--- src/rtl/dpram_pkg.sv ---
// Shared definitions for the dpram copy engine.
//   AW_DEF / DW_DEF : default address and data widths
//   state_e         : copy engine state encoding
package dpram_pkg;

    localparam int AW_DEF = 10;
    localparam int DW_DEF = 16;

    typedef enum logic [1:0] {
        ST_IDLE = 2'd0,
        ST_RD   = 2'd1,
        ST_WR   = 2'd2,
        ST_DONE = 2'd3
    } state_e;

endpackage

--- src/rtl/dpram_copy_engine_copy_dir_chk.sv ---
// Copy direction check for the memmove engine (purely combinational).
//   src_addr, dst_addr : first source / destination word
//   len                : word count, 0..2^AW
//   backward           : 1 when the destination overlaps the source from above
//   first_src/first_dst: first addresses the engine must touch
module copy_dir_chk
    import dpram_pkg::*;
#(
    parameter int AW = AW_DEF
) (
    input  logic [AW-1:0] src_addr,
    input  logic [AW-1:0] dst_addr,
    input  logic [AW:0]   len,
    output logic          backward,
    output logic [AW-1:0] first_src,
    output logic [AW-1:0] first_dst
);

    localparam logic [AW-1:0] ONE_A = {{(AW-1){1'b0}}, 1'b1};

    logic [AW-1:0] diff;
    logic [AW-1:0] len_m1;

    // A destination that starts inside the source region (above it) would
    // overwrite source words before they are read, so copy from the top down.
    // len = 2^AW truncates to 0 here; len_m1 then wraps to 2^AW-1 as required.
    assign diff      = dst_addr - src_addr;
    assign len_m1    = len[AW-1:0] - ONE_A;
    assign backward  = (diff != '0) && ({1'b0, diff} < len);
    assign first_src = backward ? (src_addr + len_m1) : src_addr;
    assign first_dst = backward ? (dst_addr + len_m1) : dst_addr;

endmodule

--- src/rtl/dpram_copy_engine.sv ---
// Block-copy (memmove) engine driving one port of a registered-read dpram.
//   clk, rst_n            : clock, async active-low reset
//   start, src_addr,
//   dst_addr, len         : copy request (sampled in IDLE only)
//   busy, done            : in-progress flag, one-cycle completion pulse
//   mem_en, mem_addr,
//   mem_data              : dpram write enable / address / write data
//   mem_out               : dpram read data, valid one cycle after address
//
// state   | meaning
// IDLE    | waiting for start
// RD      | present cur_src to the memory
// WR      | write the word just read to cur_dst, step pointers
// DONE    | one-cycle done pulse
module dpram_copy_engine
    import dpram_pkg::*;
#(
    parameter int AW = AW_DEF,
    parameter int DW = DW_DEF
) (
    input  logic          clk,
    input  logic          rst_n,
    input  logic          start,
    input  logic [AW-1:0] src_addr,
    input  logic [AW-1:0] dst_addr,
    input  logic [AW:0]   len,
    output logic          busy,
    output logic          done,
    output logic          mem_en,
    output logic [AW-1:0] mem_addr,
    output logic [DW-1:0] mem_data,
    input  logic [DW-1:0] mem_out
);

    localparam logic [AW-1:0] ONE_A = {{(AW-1){1'b0}}, 1'b1};
    localparam logic [AW:0]   ONE_L = {{AW{1'b0}}, 1'b1};

    state_e        state_q, state_d;
    logic [AW-1:0] cur_src_q, cur_src_d;
    logic [AW-1:0] cur_dst_q, cur_dst_d;
    logic [AW:0]   remaining_q, remaining_d;
    logic          bwd_q, bwd_d;

    logic          chk_backward;
    logic [AW-1:0] chk_first_src;
    logic [AW-1:0] chk_first_dst;

    copy_dir_chk #(.AW(AW)) u_dir_chk (
        .src_addr  (src_addr),
        .dst_addr  (dst_addr),
        .len       (len),
        .backward  (chk_backward),
        .first_src (chk_first_src),
        .first_dst (chk_first_dst)
    );

    always_comb begin
        state_d     = state_q;
        cur_src_d   = cur_src_q;
        cur_dst_d   = cur_dst_q;
        remaining_d = remaining_q;
        bwd_d       = bwd_q;
        case (state_q)
            ST_IDLE: begin
                if (start) begin
                    if (len == '0) begin
                        state_d = ST_DONE;
                    end else begin
                        cur_src_d   = chk_first_src;
                        cur_dst_d   = chk_first_dst;
                        remaining_d = len;
                        bwd_d       = chk_backward;
                        state_d     = ST_RD;
                    end
                end
            end
            ST_RD: begin
                state_d = ST_WR;
            end
            ST_WR: begin
                cur_src_d   = bwd_q ? (cur_src_q - ONE_A) : (cur_src_q + ONE_A);
                cur_dst_d   = bwd_q ? (cur_dst_q - ONE_A) : (cur_dst_q + ONE_A);
                remaining_d = remaining_q - ONE_L;
                state_d     = (remaining_q == ONE_L) ? ST_DONE : ST_RD;
            end
            ST_DONE: begin
                state_d = ST_IDLE;
            end
            default: begin
                state_d = ST_IDLE;
            end
        endcase
    end

    always_ff @(posedge clk or negedge rst_n) begin
        if (!rst_n) begin
            state_q     <= ST_IDLE;
            cur_src_q   <= '0;
            cur_dst_q   <= '0;
            remaining_q <= '0;
            bwd_q       <= 1'b0;
        end else begin
            state_q     <= state_d;
            cur_src_q   <= cur_src_d;
            cur_dst_q   <= cur_dst_d;
            remaining_q <= remaining_d;
            bwd_q       <= bwd_d;
        end
    end

    // Outputs decode straight from state_q, so reset drops mem_en immediately.
    always_comb begin
        busy     = (state_q == ST_RD) || (state_q == ST_WR);
        done     = (state_q == ST_DONE);
        mem_en   = (state_q == ST_WR);
        mem_addr = '0;
        if (state_q == ST_RD) mem_addr = cur_src_q;
        if (state_q == ST_WR) mem_addr = cur_dst_q;
        // mem_out is the dpram output register holding the word read in RD.
        mem_data = (state_q == ST_WR) ? mem_out : '0;
    end

endmodule

--- config.mk ---
export PLATFORM = sky130hd
export DESIGN_NAME = dpram_copy_engine
export DESIGN_NICKNAME = d
export VERILOG_FILES = /design/src/rtl/dpram_pkg.sv /design/src/rtl/dpram_copy_engine_copy_dir_chk.sv /design/src/rtl/dpram_copy_engine.sv
export SDC_FILE = /design/constraint.sdc
export NUM_CORES = 1
export LEC_CHECK = 0
export ABC_AREA = 1
export ABC_CLOCK_PERIOD_IN_PS = 4700
export BUFFER_PORTS_ARGS = -buffer_cell sky130_fd_sc_hd__clkbuf_2
export CORE_MARGIN = 4
export CORE_UTILIZATION = 40
export CTS_BUF_LIST = sky130_fd_sc_hd__clkbuf_16
export DETAILED_ROUTE_END_ITERATION = 10
export GPL_TIMING_DRIVEN = 1
export PLACE_DENSITY = 0.56
export SYNTH_ARGS = -nofsm -noshare
export SYNTH_HDL_FRONTEND = slang
export SYNTH_SLANG_ARGS = --single-unit
--- constraint.sdc ---
create_clock -name clk -period 4.7 [get_ports clk]
set_input_delay 0.47 -clock clk [delete_from_list [all_inputs] [get_ports clk]]
set_output_delay 0.47 -clock clk [all_outputs]
set_load 0.05 [all_outputs]
==> results.md <==
- The largest fanout of any net on the critical path is 21.
- Static timing analysis puts the maximum clock frequency at 0.2974 GHz.
- The power per unit of standard cell area is 576.7 nW/µm².
- Before antenna repair, the detailed router went through 5 iterations.
- The number of buffers inserted by post-CTS setup repair is 0.
- The placed wire-length estimate after detailed placement is 12760 µm.
- The worst hold slack is 0.3147 ns.
- STA classifies the critical path endpoint as a flop.
- Measured along the x axis, the die boundary spans 120.2 µm.
- In the layout the commonest cells are 208 x sky130_fd_sc_hd__nand2_1, 114 x sky130_fd_sc_hd__inv_1, 92 x sky130_fd_sc_hd__nand3_1.
- The global-route congestion overflow total is 0.
- The initial antenna violation count is 0.
- The number of buffers added to fix hold violations after cts is 0.
- The clock root buffer master is sky130_fd_sc_hd__clkbuf_16.
- The number of nets in the synthesized netlist is 914.
- Leaving out fill and tap cells, the most frequent cell in the layout is sky130_fd_sc_hd__nand2_1.
- 0 antenna diodes ended up in the layout.
- Setup repair after global routing left no endpoint under its margin.
- The total vias in the final route is 5315.
- The netlist area before placement is 5035 µm².
- The clock arrives with 0.001793 ns of skew.
- Once placement completed, the tool counted placed cells totaling 1026.
- The first global-routing pass estimated 25930 µm of wire.
- The critical path start-end classification is primary input to flop.
- Clock-pin slew was measured on the worst setup and hold paths at 0.05 ns.
- In this run, distinct cell masters in the synthesized netlist total 41.
- In the final layout, the multi-input gates occupy 3611 µm².
- The maximum count of clock buffers along a single path is 2.
- During synthesis, Yosys emitted a total of 0 warnings.
- In this run the cell area measured after placement is 5524 µm².
- Of all flip-flops after synthesis, the portion carrying an async set or reset was 100.0%.
- After technology mapping, the gate count stands at 800.
- The share of synthesized area occupied by flip-flops and latches is 16.90%.
- The initialized floorplan defines 40 standard-cell rows.
- The critical path starts at dst_addr[0].
- After detailed routing, the average wire length per cell comes to 15.08 µm.
- The total die area is 14450 µm².
- Entering global routing, the biggest net connects 48 pins.
- The all-layer global routing usage is 21.99%.
- Synthesis inferred 34 register bits.
- The clock net in this run drives a total of 34 sinks.
- For this run, the share of the core covered by cells in the final layout is 46.55%.
- The post-synthesis area per instance is 6.294 µm².
- Counting the buffers created by CTS gives 5.
- The number of levels the H-tree was split into is 2.
- The total of cells resized after clock tree synthesis is 0.
- The total area inside the core boundary comes to 12160 µm².
- The count of antenna-violating nets left after detailed routing is 0.
- The via density per instance is 5.140.
- The flip-flop and latch area is 850.8 µm².
- The reg-to-reg critical path startpoint is bwd_q.
- The net count of the finished layout is 979.
- STA classifies the critical path startpoint as a primary input.
- Measured along the y axis, the die boundary spans 120.2 µm.
- The arrival time reported for the critical path endpoint is 3.53 ns.
- Routability-driven placement finished with a final weighted congestion of 0.9380.
- After routing the design area is 5662 µm².
- The worst path needs 3.362 ns of the cycle, external delays included.
- The max-slew headroom at the worst pin is 38.85%.
- The layout has 1353 filler cells.
- The analysis attributes to cell leakage a power of 3.190 nW.
- The final count of hold timing violations is 0.
- The via count of the first global-routing pass is 5254.
- The final setup violation count is 0.
- The area overhead of the layout relative to synthesis is 12.45%.
- The transition time at the pin with the least slew margin is 0.9172 ns.
- The routed design has 15590 µm of wire.
- For the worst setup path, the data required time is 4.87 ns.
- Cells with a size suffix above 1 make up 13.86% of the layout.
- 79 I/O pins were placed.
- The final cell count without fillers is 1034.
- The number of maximum-capacitance constraint violations is 0.
- For this run, the leading register cell type out of synthesis is sky130_fd_sc_hd__dfrtp_1.
- In the routed design, unresolved DRC markers number 0.
- For this configuration, the core starts out at a cell density of 41.40%.
- Clock latency on the worst-skew pair, taken at its later pin, is 0.28 ns.
- Adding up every negative setup slack in the final design gives 0 ns.
- The initial DRC count is 284.
- In the finished design, the share of the clock period the worst path needs comes to 71.54%.
- The flow ran to the end, and the final reports show no timing, DRC or antenna violations.
- The number of synthesized flops with an enable pin is 0.
- Across the VDD grid, the largest voltage drop is 0.0001694 V.
- TritonCTS built the clock tree.
- During placement, the flow inserted port buffers numbering 78.
- The classification of the worst-slack hold path is primary input to async pin.
- The number of max-slew violations in the final report is 0.
-- path summary, 6_finish.rpt --
| kind | end | slack (ns) | cells after the start |
|---|---|---|---|
| hold / removal | remaining_q[4] | 0.31 | 1 |
| min in group clk | remaining_q[2] | 0.51 | 3 |
| setup / recovery | cur_src_q[7] | 1.34 | 24 |
| setup reg to reg | cur_src_q[6] | 1.98 | 10 |
| hold reg to reg | cur_src_q[6] | 0.53 | 2 |
| max in group asynchronous | cur_src_q[6] | 3.81 | 1 |
-- flip-flops by register name (all words and copies together) (netlist names) --
signal       count
remaining_q     11
cur_dst_q       10
cur_src_q       10
state_q          2
bwd_q            1
-- routing by layer --
layer,up-vias,wire [µm],global-route usage [%]
met5,-,0,0
met1,2415,7544,30.41
met4,0,347,6.514
met3,18,703,2.339
li1,2745,-,-
met2,137,6996,36.25
-- area by class of cell --
class | instances | share of cell area, %
timing repair buffer | 81 | 7.293
tap | 168 | 3.713
inverter | 117 | 7.757
clock buffer | 5 | 2.210
clock inverter | 3 | 0.2210
sequential | 34 | 15.03
multi-input combinational | 626 | 63.78
-- per-stage QoR --
stage / total power [mW] / setup slack [ns]
5_1_grt: 3.619 / 0.9694
3_3_place_gp: 2.910 / 1.105
4_1_cts: 3.272 / 1.332
3_5_place_dp: 2.933 / 1.036
6_report: 3.265 / 1.338
2_1_floorplan: 2.403 / 1.372
-- worst max-delay path, cell delays in order --
cell and delay [ns]:
sky130_fd_sc_hd__clkbuf_2 0.12, sky130_fd_sc_hd__inv_1 0.05, sky130_fd_sc_hd__ha_1 0.21, sky130_fd_sc_hd__fa_1 0.38, sky130_fd_sc_hd__inv_1 0.08, sky130_fd_sc_hd__nand2_1 0.07
sky130_fd_sc_hd__nand2_1 0.11, sky130_fd_sc_hd__nand3b_1 0.10, sky130_fd_sc_hd__nand2_1 0.07, sky130_fd_sc_hd__nand2_1 0.05, sky130_fd_sc_hd__nand2_2 0.07, sky130_fd_sc_hd__inv_1 0.04
sky130_fd_sc_hd__ha_1 0.28, sky130_fd_sc_hd__nand2_1 0.06, sky130_fd_sc_hd__or2_2 0.29, sky130_fd_sc_hd__a21boi_0 0.21, sky130_fd_sc_hd__nor3_2 0.07, sky130_fd_sc_hd__buf_4 0.21
sky130_fd_sc_hd__nand2_4 0.24, sky130_fd_sc_hd__nand2_1 0.08, sky130_fd_sc_hd__nand3_1 0.08, sky130_fd_sc_hd__nand2_1 0.06, sky130_fd_sc_hd__nand2_1 0.05, sky130_fd_sc_hd__nand2_1 0.06
-- Yosys cell counts (4+ instances only) --
master                     number  area [µm²]
sky130_fd_sc_hd__dfrtp_1       34       850.8
sky130_fd_sc_hd__nand3_1       92       460.4
sky130_fd_sc_hd__a21oi_1       59       295.3
sky130_fd_sc_hd__nor3_1         8       40.04
sky130_fd_sc_hd__a31oi_1        5       31.28
sky130_fd_sc_hd__fa_1           5       100.1
sky130_fd_sc_hd__clkbuf_1       6       22.52
sky130_fd_sc_hd__nand2_2       10       62.56
sky130_fd_sc_hd__nand3_2        4       40.04
sky130_fd_sc_hd__nor2_1        51       191.4
sky130_fd_sc_hd__buf_1          4       15.01
sky130_fd_sc_hd__buf_2          7       35.03
sky130_fd_sc_hd__o21ai_0       39       195.2
sky130_fd_sc_hd__nand2_1      208       780.8
sky130_fd_sc_hd__inv_2          4       15.01
sky130_fd_sc_hd__inv_1        113       424.2
sky130_fd_sc_hd__ha_1          59       738.2
sky130_fd_sc_hd__or2_2          5       31.28
sky130_fd_sc_hd__nand4_1       13       81.33
sky130_fd_sc_hd__xnor2_1       12       105.1
sky130_fd_sc_hd__nand3b_1       5       37.54
sky130_fd_sc_hd__xor2_1        20       175.2
sky130_fd_sc_hd__o21bai_1       6       45.04
-- power by group --
| group | leakage, nW | switching [mW] | internal, mW | total, mW |
|---|---|---|---|---|
| clock network | 0.0724 | 0.125 | 0.192 | 0.317 |
| logic | 2.71 | 1.57 | 0.774 | 2.34 |
| registers | 0.403 | 0.164 | 0.441 | 0.605 |
| total | 3.19 | 1.86 | 1.41 | 3.27 |
-- logic make-up after synthesis --
logic type | count (synthesis) | share of synthesized area (%)
AO/OA/AOI/OAI | 127 | 13.84
AND/OR/NAND/NOR | 403 | 35.61
buffers and inverters | 140 | 11.43
flip-flops | 34 | 16.90
XOR/XNOR | 32 | 5.567
adder cells (fa/ha/maj) | 64 | 16.65
No activity file was read; power rests on OpenSTA's default activity.
